===== src/rtl/clk_div_sequencer.sv =====
// clk_div_sequencer: walks a small program table, programming one divider channel per
// entry, waiting for the divider to settle, then dwelling for N rises of the divided clock.
module clk_div_sequencer #(
   parameter  int DEPTH         = 4,
   parameter  int SETTLE_CYCLES = 130,
   localparam int AW            = $clog2(DEPTH),
   localparam int SW            = $clog2(SETTLE_CYCLES + 1)
) (
   input  logic          clk,
   input  logic          rst,
   input  logic          wr_en,
   input  logic [AW-1:0] wr_addr,
   input  logic [15:0]   wr_data,
   input  logic [AW-1:0] n_steps,
   input  logic          loop_en,
   input  logic          start,
   input  logic          stop,
   input  logic          div_in,
   output logic [25:0]   cfg_out,
   output logic          busy,
   output logic          done,
   output logic [AW-1:0] cur_step
);
   typedef enum logic [2:0] {IDLE, APPLY, SETTLE, RUN, DONE} state_t;
   state_t state, state_nxt;
   logic [15:0]   tbl [DEPTH];
   logic [15:0]   entry;
   logic [AW-1:0] n_lat;
   logic          loop_lat, div_q, rise, settle_last, step_end;
   logic [SW-1:0] settle_cnt;
   logic [8:0]    edge_cnt, dwell_tgt;

   assign entry       = tbl[cur_step];
   assign rise        = div_in & ~div_q;
   assign settle_last = settle_cnt == SW'(SETTLE_CYCLES - 1);
   // dwell of 0 means 256 edges
   assign dwell_tgt   = {~|entry[15:8], entry[15:8]};
   assign step_end    = state == RUN && rise && edge_cnt + 9'd1 == dwell_tgt;

   always_ff @(posedge clk)
      if (wr_en && state == IDLE) tbl[wr_addr] <= wr_data;

   always_ff @(posedge clk or posedge rst)
      if (rst) state <= IDLE;
      else     state <= state_nxt;

   always_comb begin
      state_nxt = state;
      case (state)
         IDLE:    state_nxt = start ? APPLY : IDLE;
         APPLY:   state_nxt = SETTLE;
         SETTLE:  state_nxt = settle_last ? RUN : SETTLE;
         RUN:     state_nxt = !step_end ? RUN : (cur_step < n_lat || loop_lat) ? APPLY : DONE;
         default: state_nxt = IDLE;
      endcase
      if (stop) state_nxt = IDLE;
   end

   always_comb begin
      busy = state == APPLY || state == SETTLE || state == RUN;
      done = state == DONE;
   end

   always_ff @(posedge clk or posedge rst)
      if (rst) begin
         cfg_out    <= '0;
         cur_step   <= '0;
         n_lat      <= '0;
         loop_lat   <= 1'b0;
         div_q      <= 1'b0;
         settle_cnt <= '0;
         edge_cnt   <= '0;
      end else begin
         div_q      <= div_in;
         settle_cnt <= state == SETTLE ? settle_cnt + 1'b1 : '0;
         edge_cnt   <= state != RUN ? '0 : (rise && !(&edge_cnt)) ? edge_cnt + 9'd1 : edge_cnt;
         if (state == IDLE && start && !stop) begin
            n_lat    <= n_steps;
            loop_lat <= loop_en;
            cur_step <= '0;
         end
         // only the selected channel's factor changes; the other three are held
         if (state == APPLY && !stop) begin
            cfg_out[1:0]                  <= entry[1:0];
            cfg_out[2 + 6*entry[1:0] +: 6] <= entry[7:2];
         end
         if (state == RUN && state_nxt == APPLY) cur_step <= cur_step < n_lat ? cur_step + 1'b1 : '0;
      end
endmodule


===== config.mk =====
export PLATFORM = sky130hd
export DESIGN_NAME = clk_div_sequencer
export DESIGN_NICKNAME = d
export VERILOG_FILES = /design/src/rtl/clk_div_sequencer.sv
export SDC_FILE = /design/constraint.sdc
export NUM_CORES = 1
export LEC_CHECK = 0
export ABC_AREA = 1
export CAP_MARGIN = 25
export CELL_PAD_IN_SITES_DETAIL_PLACEMENT = 1
export CELL_PAD_IN_SITES_GLOBAL_PLACEMENT = 2
export CORE_MARGIN = 3
export CORE_UTILIZATION = 38
export DETAILED_ROUTE_END_ITERATION = 10
export HOLD_SLACK_MARGIN = 0.02
export PLACE_DENSITY_LB_ADDON = 0.12
export REMOVE_ABC_BUFFERS = 1
export SYNTH_ARGS = -nofsm -noshare
export SYNTH_HDL_FRONTEND = slang
export SYNTH_SLANG_ARGS = --single-unit

===== constraint.sdc =====
create_clock -name clk -period 4.6 [get_ports clk]
set_clock_uncertainty 0.2 [all_clocks]
set_input_delay 0.46 -clock clk [delete_from_list [all_inputs] [get_ports clk]]
set_output_delay 0.46 -clock clk [all_outputs]
set_load 0.01 [all_outputs]

# --- Word-level counts from Yosys, hierarchy flattened ---
# Memory sizes are Yosys's and may differ from the RTL's.
# Cells that the tools add are included.
word_totals:
  reg_bits: 52
  ram_bits: 64
  in_bits: 27
  output_inout_bits: 30
  elab_cells: 62
  memories: 1
classes:
  n_addsub: 5
  mul: 1
  order_cmp: 1
  eq_ne: 8
  shift: 2
  mux: 15
  bitwise: 2
  reduce_logical: 19
memory_table:
  columns: ["memory", "words", "width", "rd", "rd_ports_with_merged_regs", "write_ports", "line", "rtl"]
  rows:
  - ["tbl", 4, 16, 1, 0, 1, "26", "logic [15:0] tbl [DEPTH];"]
op_table:
  columns: ["op", "n"]
  rows:
  - ["$neg 6->34", 1]
  - ["$shift 6x34->26 const A", 1]
  - ["$shiftx 6x34->26", 1]
  - ["$bwmux 26", 1]
  - ["$mux 9", 2]
  - ["$pmux 3 s4", 1]
  - ["$add 9x1->9 const B", 1]
  - ["$eq 9x9->1", 1]
  - ["$mux 3", 3]
  - ["$reduce_and 9->1", 1]
  - ["$add 8x1->8 const B", 1]
  - ["$eq 8x8->1 const B", 1]
  - ["$logic_and 1x1->1", 8]
  - ["$mux 8", 1]
  - ["$reduce_or 8->1", 1]
  - ["$add 2x5->6 const A", 1]
  - ["$eq 3x1->1 const B", 2]
  - ["$eq 3x2->1 const B", 2]
  - ["$mux 2", 3]
  - ["$mul 2x2->4 const A", 1]
  - ["$mux 1", 4]
  - ["$reduce_bool 2->1", 2]
  - ["$eq 3x3->1 const B", 1]
  - ["$logic_not 1->1", 3]
  - ["7 further kinds", 9]

# --- Logic depth before layout (Yosys ltp) ---
# Gate-level depths: netlist of run 1.
# An unclocked memory read counts as a cell.
depth:
  depth_word: 11
  depth_mapped: 17
  mapped_depth_nobuf: 16

# --- Least setup slack after synthesis of run 1 ---
# Ideal clock, no wire load.
synth_timing:
  path_type: "reg2reg"
  start: "reg cur_step[0]"
  end: "reg cfg_out[11]"
  setup_ns: 0.121
  arrival_time_ns: 2.165
  path_slack_ns: 2.114
  stages_incl_launch_ff: 15
  cell_sequence: "dfrtp_1 > buf_6 > buf_6 > buf_6 > nand2_1 > nand3_1 > nand2_1 > inv_1 > ha_1 > inv_1 > nor4_1 > nor2_1 > nand2_1 > a21oi_1 > a22o_1"
synth_via:
  elab_chain_len: 6
  elab_cells_between_ends: 7
synth_lines:
  columns: ["item", "line", "rtl"]
  rows:
  - ["start: declaration", "22", "output logic [AW-1:0] cur_step"]
  - ["start signal: assignment", "87", "if (state == RUN && state_nxt == APPLY) cur_step <= cur_step < n_lat ? cur_step + 1'b1 : '0;"]
  - ["$mem_v2 4x16 *", null, null]
  - ["named net entry[1]", "27", "logic [15:0] entry;"]
  - ["$mul 2x2->4 *", "85", "cfg_out[2 + 6*entry[1:0] +: 6] <= entry[7:2];"]
  - ["$add 2x5->6 *", "85", null]
  - ["$neg 6->34 *", "85", null]
  - ["$shiftx 6x34->26 / $shift 6x34->26 (equally long branches)", "85", null]
  - ["$bwmux 26 *", "85", null]
  - ["end signal: indexed assignment", "85", null]
  - ["end: declaration", "19", "output logic [25:0] cfg_out,"]
# Mark *: on every way through the listed nets, which the timed path passes. The rest lies on a longest branch.
# A chain may end at the register's enable or synchronous reset.

# --- Worst setup path after layout of run 1 ---
layout_timing:
  start: "reg cur_step[1]"
  end: "reg cfg_out[13]"
# Same word-level chain as after synthesis.

==> reports/qor.yml, run 1 <==
outcome: "completed"
clock.fmax_mhz: 316.0
worstSkewPairLatency_ps: 420
hp-start: "state[2]"
grt.overflow.total: 0
synth_top_area_share_pct: 35.37
rsz0062_at_grt: "no"
dp_hpwl_um: 9673
num_vias: 4211
routabilityCongestion: 0.7967
worstPathCellList: "buf_4 > inv_2 > nand3_1 > nand2_1 > inv_1 > ha_1 > inv_1 > nor4_1 > nor2_1 > nand2_1 > a21oi_1 > o21ai_0 > nand2_1"
p_per_area_nw_per_um2: 412.5
avgRoutedWirePerCell_um: 16.52
cp_max_fo: 24
min_path_type: "reg -> reg"
seq_area_frac_synth_pct: 59.31
power.leakage_uw: 0.002786
cts_resized: 0
syn2layout_area_growth_pct: 24.34
cp_top_family: "simple AND/OR/NAND/NOR gates"
clk_path_buf_depth: 2
io_pins: 57
crit_buf_inv: 4
finalSetupTns_ps: 0
period_share_pct: 68.79
die-area_sq_um: 15770
cp_slowest_cell: "dfrtp_1"
holdBufCountCts: 0
finalHoldViolCount: 0
worstSetupPathType: "reg -> reg"
core_sq_um: 13930
drtAntennaViolNets: 0
cts.htree.levels: 4
drv_slew: 0
min_period_ps: 3164
synth_cell_type_count: 34
crit_top_cell: "nand2_1"
cp-startpoint: "cur_step[1]"
grt_pass1_wl_um: 22590
reg2reg_from: "cur_step[1]"
cp-end-kind: "flip-flop"
synth_seq_cells: 116
die_y_um: 125.6
synthCells: 574
cts_made_buffers: 17
cts.sinks: 116
post-route-util_pct: 48.49
numPortBuffers: 56
finalSetupViolCount: 0
vias_per_cell: 5.080
layout.nets: 675
synth_area_per_cell_sq_um: 9.467
grt_pass1_vias: 4366
die_w_um: 125.6
antennaDiodeCount: 0
final_layout_size_suffix_gt1_share_pct: 8.012
drt_iter0_markers: 218
grt_max_degree: 53
cts_root_buffer: "clkbuf_16"
drv_cap: 0
netlist_top_cells_area: "edfxtp_1, dfrtp_1, nand2_1"
antenna_found_initial: 0
postCtsSetupRepairBufs: 0
worstMarginPinSlew_ps: 936.6
cpPeakStageDelay_ps: 370
vdd_drop_max_v: 0.0002581
drc: 0
cts.clk_slew.worst_paths_ps: 60
required_ps: 4750
slew_headroom_pct: 37.35
num_rows: 43
crit_path_start_kind: "flip-flop"
yosysWarnings: 0
yosysTopAreaCell: "edfxtp_1"
first_pass_iters: 4
arrival_ps: 3320
track_usage_pct: 18.30
start_util_pct: 39.00
cts_tree: "done"
postRouteWirelength_um: 13690
synthesis.area_sq_um: 5434
## worst reg2reg max path: stages (launching register included)
cell	delay, ps
dfrtp_1	370
buf_4	230
inv_2	330
nand3_1	120
nand2_1	310
inv_1	260
ha_1	260
inv_1	170
nor4_1	100
nor2_1	220
nand2_1	190
a21oi_1	150
o21ai_0	110
nand2_1	90
## report_power, final
group,switching [uW],total [uW],internal [uW]
clock,502,1310,804
combinational,165,291,126
sequential,29.2,1190,1160
total,697,2790,2090
## layout by cell type, fill, tap and decap left out, types with 2 or more instances in the layout
cell	netlist	final
or2_1	2	2
o21ai_0	51	51
ha_1	12	12
nor3_1	11	7
dfrtp_1	52	52
edfxtp_1	64	64
nand3_2	5	5
a22o_1	2	2
nand2_2	3	3
nand4_1	5	5
bufinv_16	0	2
clkdlybuf4s50_1	0	56
nor3_4	0	4
a32o_1	2	2
a31oi_1	2	2
buf_4	1	3
o31ai_1	2	2
clkinv_2	0	2
a21oi_1	16	16
o22ai_1	6	6
xnor2_1	2	2
o21ai_1	13	13
mux2_2	2	2
nand2_1	164	164
clkbuf_16	0	17
nor3b_1	4	4
nor2_2	2	2
nand3_1	46	46
clkinv_4	0	2
inv_1	47	46
nor2_1	37	37
inv_6	0	6
inv_2	2	3
## sequential cells by signal, summed over array words and instances (netlist names)
name        count
tbl            64
cfg_out        26
edge_cnt        9
settle_cnt      8
state           3
cur_step        2
n_lat           2
div_q           1
loop_lat        1
## final timing paths
kind | endpoint | slack [ps] | cells after the start
setup / recovery | cfg_out[13] | 1440 | 13
hold / removal | state[2] | 290 | 1
setup reg to reg | cfg_out[13] | 1440 | 13
hold reg to reg | state[2] | 290 | 1
max in group asynchronous | cfg_out[0] | 3400 | 3
min in group asynchronous | settle_cnt[3] | 350 | 3
## synthesized netlist by cell type (all sizes together)
cell type    n
edfxtp      64
and2         1
nand2      167
o31ai        2
nor4         1
mux2         2
nor3        11
or2          2
a22o         2
xnor2        2
o21bai       1
clkbuf       5
inv         49
dfrtp       52
a31oi        2
nor2        39
nand3       51
o22ai        6
nor3b        4
o21ai       64
buf         11
ha          12
a21oi       16
a32o         2
nand4        5
o21a         1
## logic make-up after synthesis
logic type,after synthesis,synth area share [%]
adder cells (fa/ha/maj),12,2.763
AO/OA/AOI/OAI,96,9.533
flip-flops,116,59.31
AND/OR/NAND/NOR,281,22.22
buffers and inverters,65,5.434
multiplexers,2,0.4144
XOR/XNOR,2,0.3224
## area by class of cell
cell class	count	area [sq um]
flip-flops and latches	116	3223
clock buffers	18	429.2
inverters	49	183.9
well taps	180	225.2
clock inverters	14	151.4
fillers	1579	7178
multi-input cells	393	1961
repair buffers	59	583.1
## through the flow
stage | hold WS, ps | setup slack, ps | instance area, sq um | cells | total power (uW)
after floorplan | 253.8 | 1318 | 5323 | 558 | 1344
after detailed placement | 281.6 | 1468 | 6176 | 797 | 1507
after CTS | 286.8 | 1432 | 6756 | 829 | 2822
after global routing | 302.7 | 1065 | 6756 | 829 | 2901
after global placement | 265.5 | 1555 | 6176 | 797 | 1499
final | 289.2 | 1436 | 6756 | 829 | 2787
## routing by layer
layer / up-vias / wire length (um) / global-route usage, % / share of wire (%)
met2: 76 / 6709 / 30.71 / 49
li1: 2077 / - / - / -
met1: 2029 / 6158 / 22.60 / 45
met3: 29 / 513 / 4.699 / 3.7
met4: 0 / 310 / 7.334 / 2.3
met5: - / 0 / 0 / 0
No activity file was read; power rests on OpenSTA's default activity.
==> run 2, diff against run 1 <==
- CORE_UTILIZATION: 38 -> 36
- clock period: 4.6 -> 3.3 ns (I/O delays scaled with it)
==> run 2 against run 1 <==
Worst hold slack worse by 190 ps. Flip-flop and latch count stayed put. Clock power rose by 35%. Worst setup slack got worse by 800 ps. Sequential power up 39%. Maximum frequency grew 19%. Register-to-register slack got worse by 800 ps. Largest cell class unchanged. Sequential share of layout area decreased by 0.36 points. First-iteration DRC count up 39%. Via count is essentially flat. Final cell count increased by 1.6%. Critical path depth is 1 lower.
==> reports/qor.yml, run 2 (synthesis gave the netlist of run 1 again) <==
numPortBuffers: 56
syn2layout_area_growth_pct: 25.28
drtAntennaViolNets: 0
fillers: 1654
worstPathCellList: "buf_4 > nand2_1 > nand3_1 > nand2_1 > inv_1 > ha_1 > inv_1 > nor4_1 > nor2_1 > nand2_1 > a21oi_1 > a22o_1"
r2r_slack_ps: 630
finalSetupViolCount: 0
rsz0062_at_grt: "no"
die_w_um: 128.9
reg2reg_from: "cur_step[0]"
layout.nets: 685
grt_pass1_vias: 4537
p_per_area_nw_per_um2: 564.3
outcome: "completed"
track_usage_pct: 18.34
holdBufCountCts: 0
vdd_drop_max_v: 0.0003801
cp_slowest_cell: "dfrtp_1"
finalSetupTns_ps: 0
slew_headroom_pct: 72.33
numPlacedInstances: 811
clk_path_buf_depth: 2
drc: 0
crit_path_end: "cfg_out[11]"
cp-startpoint: "cur_step[0]"
vias_per_cell: 4.999
design_area_sq_um: 6808
finalHoldViolCount: 0
drt_iter0_markers: 303
final_layout_size_suffix_gt1_share_pct: 9.271
fin_cells: 842
core_sq_um: 14640
grt_pass1_wl_um: 23630
num_vias: 4209
drv_slew: 0
cts.clk_slew.worst_paths_ps: 60
period_share_pct: 80.83
cts_made_buffers: 17
r2r-end: "cfg_out[11]"
cp-end-kind: "flip-flop"
clock.fmax_mhz: 374.9
avgRoutedWirePerCell_um: 16.97
first_pass_iters: 4
arrival_ps: 2770
drv_cap: 0
postRouteWirelength_um: 14290
cpPeakStageDelay_ps: 380
layout_common_cells: "nand2_1, edfxtp_1, clkdlybuf4s50_1, dfrtp_1, o21ai_0"
die_y_um: 128.9
die-area_sq_um: 16600
antennaDiodeCount: 0
placed_area_sq_um: 6243
min_path_type: "in -> async"
num_rows: 44
worstSetupPathType: "reg -> reg"
cts_resized: 0
min_period_ps: 2668
worstMarginPinSlew_ps: 411.8
crit_top_cell: "nand2_1"
largest_register: "tbl"
dp_hpwl_um: 10260
start_util_pct: 37.11
crit_path_start_kind: "flip-flop"
antenna_found_initial: 0
cts.sinks: 116
cts_tree: "done"
cp_max_fo: 24
grt_max_degree: 53
largest_reg_flops: 64
worstSkewPairLatency_ps: 410
power.leakage_uw: 0.002812
grt.overflow.total: 0
io_pins: 57
postCtsSetupRepairBufs: 0
routabilityCongestion: 0.7920
reg2reg_depth: 12
final_common_cell: "nand2_1"
cts.htree.levels: 4
cts_root_buffer: "clkbuf_16"
required_ps: 3400
reg_top3: "tbl (64), cfg_out (26), edge_cnt (9)"
==> run 2: cell count changes in the layout (fill, tap and decap cells not counted), sizes merged <==
cell	change
inv	-4
clkinvlp	+3
buf	+10
==> run 2: worst min-delay path by stage <==
stage,from,endpoint,slack [ps]
2_1_floorplan,div_in,div_q,160
3_3_place_gp,cfg_out[12],cfg_out[12],260
3_5_place_dp,cfg_out[13],cfg_out[13],280
4_1_cts,rst,settle_cnt[4],110
5_1_grt,rst,settle_cnt[3],130
6_report,rst,settle_cnt[3],100
==> run 2: critical path: cells and delay by family, from the launching register on <==
family | cells | cell delay, ps
AND/OR/NAND/NOR | 6 | 880
buffers and inverters | 3 | 630
flip-flops | 1 | 380
AO/OA/AOI/OAI | 2 | 280
adder cells (fa/ha/maj) | 1 | 200
==> run 2: per-stage QoR <==
step	setup slack (ps)	total power [uW]	hold slack [ps]	util [%]
final	632.5	3842	96.61	46.49
after global routing	176.9	4002	129.0	46.49
after CTS	594.7	3890	105.6	46.49
after detailed placement	593.5	2108	276.7	42.64
after global placement	691.9	2095	262.7	42.64
after floorplan	18.33	1874	161.4	-
==> run 2: metal layers <==
layer | up-vias | GRT usage (%) | share of wire [%]
li1 | 2085 | - | -
met1 | 2052 | 23.64 | 46
met2 | 59 | 30.95 | 50
met3 | 13 | 3.985 | 2.8
met4 | 0 | 5.683 | 1.2
met5 | - | 0 | 0
==> run 2: layout make-up <==
cell class / instances / area [sq um] / share of cell area, %
flip-flops and latches: 116 / 3223 / 47.34
multi-input cells: 393 / 1936 / 28.43
inverters: 49 / 183.9 / 2.702
clock inverters: 13 / 135.1 / 1.985
clock buffers: 18 / 429.2 / 6.304
repair buffers: 69 / 670.6 / 9.851
well taps: 184 / 230.2 / 3.382
==> run 2: report_power, final <==
group          switching, uW  leakage (uW)  internal [uW]
registers               43.7       0.00129           1620
clock network            666      0.000266           1100
logic                    229       0.00126            181
